===== src/rtl/design_24_sched_pkg.sv =====
// design_24_sched_pkg: shared FSM state encoding and id-width helper for the design_24 scheduler
package design_24_sched_pkg;
  typedef enum logic [1:0] {IDLE, ISSUE, WAIT, RESP} state_e;
  function automatic int clog2(input int n);
    int r;
    r = 0;
    for (int i = 0; i < 31; i++) r = ((1 << i) < n) ? i + 1 : r;
    return r;
  endfunction
endpackage


===== src/rtl/design_24_rr_arb.sv =====
// design_24_rr_arb: combinational round-robin picker searching upward from ptr with wrap
module design_24_rr_arb
  import design_24_sched_pkg::*;
#(
  parameter int N  = 4,
  parameter int IW = clog2(N)
) (
  input  logic [N-1:0]  req,
  input  logic [IW-1:0] ptr,
  output logic [N-1:0]  win,
  output logic [IW-1:0] idx,
  output logic          found
);
  // Walk offsets downward so the nearest requester at or above ptr is written last.
  always_comb begin
    idx = '0;
    found = 1'b0;
    for (int k = N - 1; k >= 0; k--) begin
      if (req[(int'(ptr) + k) % N]) begin
        idx = IW'((int'(ptr) + k) % N);
        found = 1'b1;
      end
    end
  end
  assign win = found ? (N'(1) << idx) : '0;
endmodule


===== src/rtl/design_24_sched.sv =====
// design_24_sched: round-robin front end issuing one transaction at a time to the design_24 datapath
module design_24_sched
  import design_24_sched_pkg::*;
#(
  parameter int W   = 20,
  parameter int N   = 4,
  parameter int TMO = 15
) (
  input  logic                  clk,
  input  logic                  rst_n,
  input  logic [N-1:0]          req,
  input  logic [N*W-1:0]        a_in,
  input  logic [N*W-1:0]        b_in,
  output logic [N-1:0]          gnt,
  output logic                  dp_start,
  output logic [W-1:0]          dp_a,
  output logic [W-1:0]          dp_b,
  input  logic [W-1:0]          dp_y,
  input  logic                  dp_valid,
  output logic                  rsp_valid,
  input  logic                  rsp_ready,
  output logic [clog2(N)-1:0]   rsp_id,
  output logic [W-1:0]          rsp_y,
  output logic                  rsp_err
);
  localparam int IW = clog2(N);
  state_e        state_q;
  logic [IW-1:0] ptr_q, ptr_d, id_q, win_idx;
  logic [7:0]    cnt_q;
  logic [N-1:0]  win;
  logic          found, dp_start_q, rsp_valid_q, rsp_err_q;
  logic [W-1:0]  dp_a_q, dp_b_q, rsp_y_q;
  design_24_rr_arb #(.N(N), .IW(IW)) u_arb (
    .req   (req),
    .ptr   (ptr_q),
    .win   (win),
    .idx   (win_idx),
    .found (found)
  );
  assign ptr_d = (win_idx == IW'(N - 1)) ? '0 : win_idx + IW'(1);
  // Grant is a same-cycle acceptance, so it is also held off while reset is applied.
  assign gnt = (state_q == IDLE && rst_n) ? win : '0;
  always_ff @(posedge clk or negedge rst_n) begin
    if (!rst_n) begin
      state_q <= IDLE;
      ptr_q <= '0;
      cnt_q <= '0;
      id_q <= '0;
      dp_start_q <= 1'b0;
      dp_a_q <= '0;
      dp_b_q <= '0;
      rsp_valid_q <= 1'b0;
      rsp_y_q <= '0;
      rsp_err_q <= 1'b0;
    end else begin
      case (state_q)
        IDLE: if (found) begin
          dp_a_q <= a_in[win_idx*W +: W];
          dp_b_q <= b_in[win_idx*W +: W];
          id_q <= win_idx;
          ptr_q <= ptr_d;
          dp_start_q <= 1'b1;
          state_q <= ISSUE;
        end
        ISSUE: begin
          dp_start_q <= 1'b0;
          cnt_q <= '0;
          state_q <= WAIT;
        end
        WAIT: begin
          cnt_q <= cnt_q + 8'd1;
          if (dp_valid || cnt_q == 8'(TMO - 1)) begin
            rsp_y_q <= dp_valid ? dp_y : '0;
            rsp_err_q <= !dp_valid;
            rsp_valid_q <= 1'b1;
            state_q <= RESP;
          end
        end
        RESP: if (rsp_ready) begin
          rsp_valid_q <= 1'b0;
          state_q <= IDLE;
        end
        default: state_q <= IDLE;
      endcase
    end
  end
  assign dp_start  = dp_start_q;
  assign dp_a      = dp_a_q;
  assign dp_b      = dp_b_q;
  assign rsp_valid = rsp_valid_q;
  assign rsp_id    = id_q;
  assign rsp_y     = rsp_y_q;
  assign rsp_err   = rsp_err_q;
endmodule


===== config.mk =====
export PLATFORM = sky130hd
export DESIGN_NAME = design_24_sched
export DESIGN_NICKNAME = d
export VERILOG_FILES = /design/src/rtl/design_24_sched_pkg.sv /design/src/rtl/design_24_rr_arb.sv /design/src/rtl/design_24_sched.sv
export SDC_FILE = /design/constraint.sdc
export NUM_CORES = 1
export LEC_CHECK = 0
export ABC_AREA = 1
export CAP_MARGIN = 20
export CORE_ASPECT_RATIO = 1.1
export CORE_UTILIZATION = 44
export CTS_CLUSTER_SIZE = 25
export DETAILED_ROUTE_END_ITERATION = 6
export GPL_ROUTABILITY_DRIVEN = 0
export PLACE_DENSITY_LB_ADDON = 0.1
export SETUP_SLACK_MARGIN = 0.4
export SYNTH_ARGS = -nofsm -noshare
export SYNTH_HDL_FRONTEND = slang
export SYNTH_SLANG_ARGS = --single-unit

===== constraint.sdc =====
create_clock -name clk -period 5.2 [get_ports clk]
set_input_delay 0.78 -clock clk [delete_from_list [all_inputs] [get_ports clk]]
set_output_delay 0.78 -clock clk [all_outputs]
set_load 0.01 [all_outputs]

==> results.yml <==
outcome:
  run_status: "finished, final reports clean"
clocking:
  worst_setup_hold_path_clk_slew_ps: 60
  cts_hold_repair.buffers: 0
  cts-buffers-inserted: 9
  tritoncts: "built"
  post_cts_buffers: 0
  clock_insertion_delay_worst_skew_ps: 340
  cts_htree_levels: 3
  clock_tree.root_cell: "sky130_fd_sc_hd__clkbuf_16"
  cts-resized-gates: 0
  cts.path.max_buffers: 2
  cts_num_sinks: 77
sta:
  slew_at_the_pin_closest_to_its_max_slew_limit_ps: 1060
  grt_setup_unrepaired: "false"
  maxSlewHeadroom_pct: 29.2
  final.period_utilization_pct: 78.1
  max_slew_violations: 0
  post-route-worst-setup-slack_ps: 1140
  setup_total_negative_slack_ps: 0
  maximum_frequency_from_static_timing_analysis_ghz: 0.246
  setup_viol_count_final: 0
  hold_viol: 0
  period_minus_slack_ps: 4060
  finClkSkew_ps: 6.72
run:
  max_cap_violations: 0
routing:
  met3_wirelength_um: 1120
  first_pass_iters: 4
  post-route-drc-count: 0
  m1WireLength_um: 6780
  detail_route.vias_per_cell: 4.78
  routed.top_layer: "met4"
  number_of_drc_markers_after_the_initial_detailed_route_iteration: 347
  met2WireLength_um: 7860
  drtAntennaViolNets: 0
  wirelength_um: 16200
  post_drt_wl_per_cell_um: 13.7
  vias: 5638
floorplanning:
  die_h_um: 116
  starting_density_of_the_core_pct: 45.1
  die_area_mm2: 0.0122
  core.rowCount: 41
  io-pin-count: 257
  core_area_mm2: 0.0114
  die_width_um: 105
power_and_ir_drop:
  power.clock.fraction_pct: 15.5
  comb_power_share_pct: 62.9
  pwr-share-seq_pct: 21.6
  power_spent_charging_and_discharging_nets_mw: 2.21
  report.power.total_mw: 4.83
  vdd_drop_max_mv: 0.671
  cellLeakagePower_nw: 4.17
  sw_frac_of_total_pct: 45.8
  powerDensity_mw_per_mm2: 596
  internal_power_mw: 2.62
synthesis:
  ys_warn_count: 0
  syn-num-nets: 988
  syn_inst: 791
  synthDistinctLibCells: 30
  netlist.top_cell.by_area: "sky130_fd_sc_hd__dfrtp_1"
  mappedNetlistArea_mm2: 0.00515
  netlist_top_cells_area: "sky130_fd_sc_hd__dfrtp_1 (37%), sky130_fd_sc_hd__nand2_1 (20%), sky130_fd_sc_hd__nand3_1 (15%)"
  synthDominantCellAreaShare_pct: 37.4
  syn_avg_cell_area_um2: 6.52
  ys_seq_area_share_pct: 37.4
  postSynthRegisterBits: 77
worst_setup_path:
  reg2reg_depth: 11
  end_kind: "output pin"
  crit_required_ps: 4420
  worst-setup-path-type: "in -> out"
  critical_path_maximum_fanout: 25
  crit_arrival_ps: 3280
  cp-start-kind: "input port"
grt:
  grt_overflow: 0
  largest_net_degree_at_the_start_of_global_routing: 118
  first_global_vias: 5234
  grt_antenna_before_repair: 0
  first_pass_grt_wire_length_um: 25700
  grtUsageTotal_pct: 26.9
placed_design:
  port_buffers: 256
  dp.final_hpwl_um: 11600
  pre_cts_slack_ps: 1170
finish:
  design.final.nets: 1221
  num_antenna_cells: 0
  final_util_pct: 70.7
  relative_area_change_from_synthesis_to_final_layout_pct: 57.0
  final_layout_size_suffix_gt1_share_pct: 3.50
worst_hold_path:
  worst_hold_path_type: "in -> async"
==> critical path, cell delays in order <==
cell                              delay [ps]
sky130_fd_sc_hd__clkdlybuf4s50_1         480
sky130_fd_sc_hd__inv_1                    50
sky130_fd_sc_hd__o21ai_0                 290
sky130_fd_sc_hd__inv_1                    70
sky130_fd_sc_hd__o21ai_0                 140
sky130_fd_sc_hd__nand2_1                 100
sky130_fd_sc_hd__a21boi_2                130
sky130_fd_sc_hd__buf_4                   310
sky130_fd_sc_hd__ha_1                    220
sky130_fd_sc_hd__inv_1                    40
sky130_fd_sc_hd__nor2_1                   90
sky130_fd_sc_hd__clkdlybuf4s50_1         560
==> layout by cell type, fill, tap and decap left out <==
cell type and instances:
sky130_fd_sc_hd__nand2_1 271, sky130_fd_sc_hd__clkdlybuf4s50_1 255, sky130_fd_sc_hd__nand3_1 150, sky130_fd_sc_hd__inv_1 149
sky130_fd_sc_hd__dfrtp_1 77, sky130_fd_sc_hd__nor2_1 18, sky130_fd_sc_hd__o211ai_1 18, sky130_fd_sc_hd__or2_1 16
sky130_fd_sc_hd__o21ai_0 11, sky130_fd_sc_hd__ha_1 9, sky130_fd_sc_hd__clkbuf_16 9, sky130_fd_sc_hd__buf_4 9
sky130_fd_sc_hd__nor3_1 6, sky130_fd_sc_hd__a21oi_1 5, sky130_fd_sc_hd__nor3b_1 3, sky130_fd_sc_hd__bufinv_16 3
sky130_fd_sc_hd__nand2_2 2, sky130_fd_sc_hd__or2_2 2, sky130_fd_sc_hd__clkbuf_8 2, sky130_fd_sc_hd__xnor2_1 1
sky130_fd_sc_hd__o21ai_2 1, sky130_fd_sc_hd__o21ai_1 1, sky130_fd_sc_hd__inv_2 1, sky130_fd_sc_hd__nand3_2 1
sky130_fd_sc_hd__nand2_4 1, sky130_fd_sc_hd__a21boi_2 1, sky130_fd_sc_hd__nor2_2 1, sky130_fd_sc_hd__nor2_4 1
sky130_fd_sc_hd__o21a_1 1, sky130_fd_sc_hd__o22ai_1 1, sky130_fd_sc_hd__a21boi_0 1, sky130_fd_sc_hd__clkinvlp_4 1
sky130_fd_sc_hd__clkinv_4 1
==> power groups by stage <==
stage | Combinational, mW | Clock (mW) | Sequential, mW
after detailed placement | 3.04 | 0 | 1.05
after global routing | 3.41 | 0.786 | 1.08
after CTS | 3.06 | 0.756 | 1.05
after global placement | 3.00 | 0 | 1.04
after floorplan | 1.93 | 0 | 1.14
final | 3.03 | 0.747 | 1.04
==> synth_stat cells <==
master                     instances
sky130_fd_sc_hd__a21boi_0          1
sky130_fd_sc_hd__a21boi_2          1
sky130_fd_sc_hd__a21oi_1           5
sky130_fd_sc_hd__buf_1             2
sky130_fd_sc_hd__buf_2             7
sky130_fd_sc_hd__buf_4             5
sky130_fd_sc_hd__buf_6             7
sky130_fd_sc_hd__clkbuf_1         21
sky130_fd_sc_hd__dfrtp_1          77
sky130_fd_sc_hd__ha_1              9
sky130_fd_sc_hd__inv_1           149
sky130_fd_sc_hd__inv_2             1
sky130_fd_sc_hd__nand2_1         272
sky130_fd_sc_hd__nand2_2           2
sky130_fd_sc_hd__nand3_1         150
sky130_fd_sc_hd__nand3_2           1
sky130_fd_sc_hd__nor2_1           18
sky130_fd_sc_hd__nor2_2            1
sky130_fd_sc_hd__nor2_4            1
sky130_fd_sc_hd__nor3_1            6
sky130_fd_sc_hd__nor3b_1           3
sky130_fd_sc_hd__o211ai_1         18
sky130_fd_sc_hd__o21a_1            1
sky130_fd_sc_hd__o21ai_0          11
sky130_fd_sc_hd__o21ai_1           1
sky130_fd_sc_hd__o21ai_2           1
sky130_fd_sc_hd__o22ai_1           1
sky130_fd_sc_hd__or2_1            16
sky130_fd_sc_hd__or2_2             2
sky130_fd_sc_hd__xnor2_1           1
==> flip-flops by register name, indices dropped and copies added, names as in the netlist <==
register / count
state_q: 2
rsp_y: 20
dp_a: 20
cnt_q: 8
ptr_q: 2
dp_b: 20
rsp_valid: 1
rsp_err: 1
dp_start: 1
rsp_id: 2
==> final cells by class <==
| type | count | area, um2 |
|---|---|---|
| Fill cell | 978 | 3350 |
| Timing Repair Buffer | 264 | 2620 |
| Multi-Input combinational cell | 522 | 2430 |
| Sequential cell | 77 | 1930 |
| Inverter | 150 | 563 |
| Clock buffer | 11 | 253 |
| Tap cell | 150 | 188 |
| Clock inverter | 5 | 106 |
==> cell families (layout without fill, tap and decap cells) <==
group / count (synthesis) / count (layout) / share of synthesized area (%)
flops: 77 / 77 / 37.4
fa+ha+maj: 9 / 9 / 2.18
simple gates: 472 / 472 / 39.7
xor+xnor: 1 / 1 / 0.170
compound gates: 40 / 40 / 5.07
buf+inv: 192 / 430 / 15.5
==> metrics by stage <==
stage                     area, um2  std cells  hold slack, ps
after floorplan                5150        791             484
after global placement         7730       1163             454
after detailed placement       7730       1163             458
after CTS                      8090       1179             301
after global routing           8090       1179             302
final                          8090       1179             297
==> layer usage <==
metal | vias to the layer above | GRT usage [%]
met2 | 191 | 46.7
li1 | 2888 | -
met5 | - | 0
met4 | 0 | 10.2
met1 | 2533 | 32.0
met3 | 26 | 7.37
==> final timing paths <==
| check | startpoint | endpoint | slack (ps) |
|---|---|---|---|
| min in group clk | rsp_y[13] | rsp_y[13] | 470 |
| max in group asynchronous | rst_n | cnt_q[6] | 3830 |
| min reg2reg | rsp_y[13] | rsp_y[13] | 470 |
| min | rst_n | ptr_q[1] | 300 |
| max | req[3] | gnt[3] | 1140 |
| max reg2reg | ptr_q[0] | dp_b[9] | 2390 |
(Power assumes the default switching activity.)
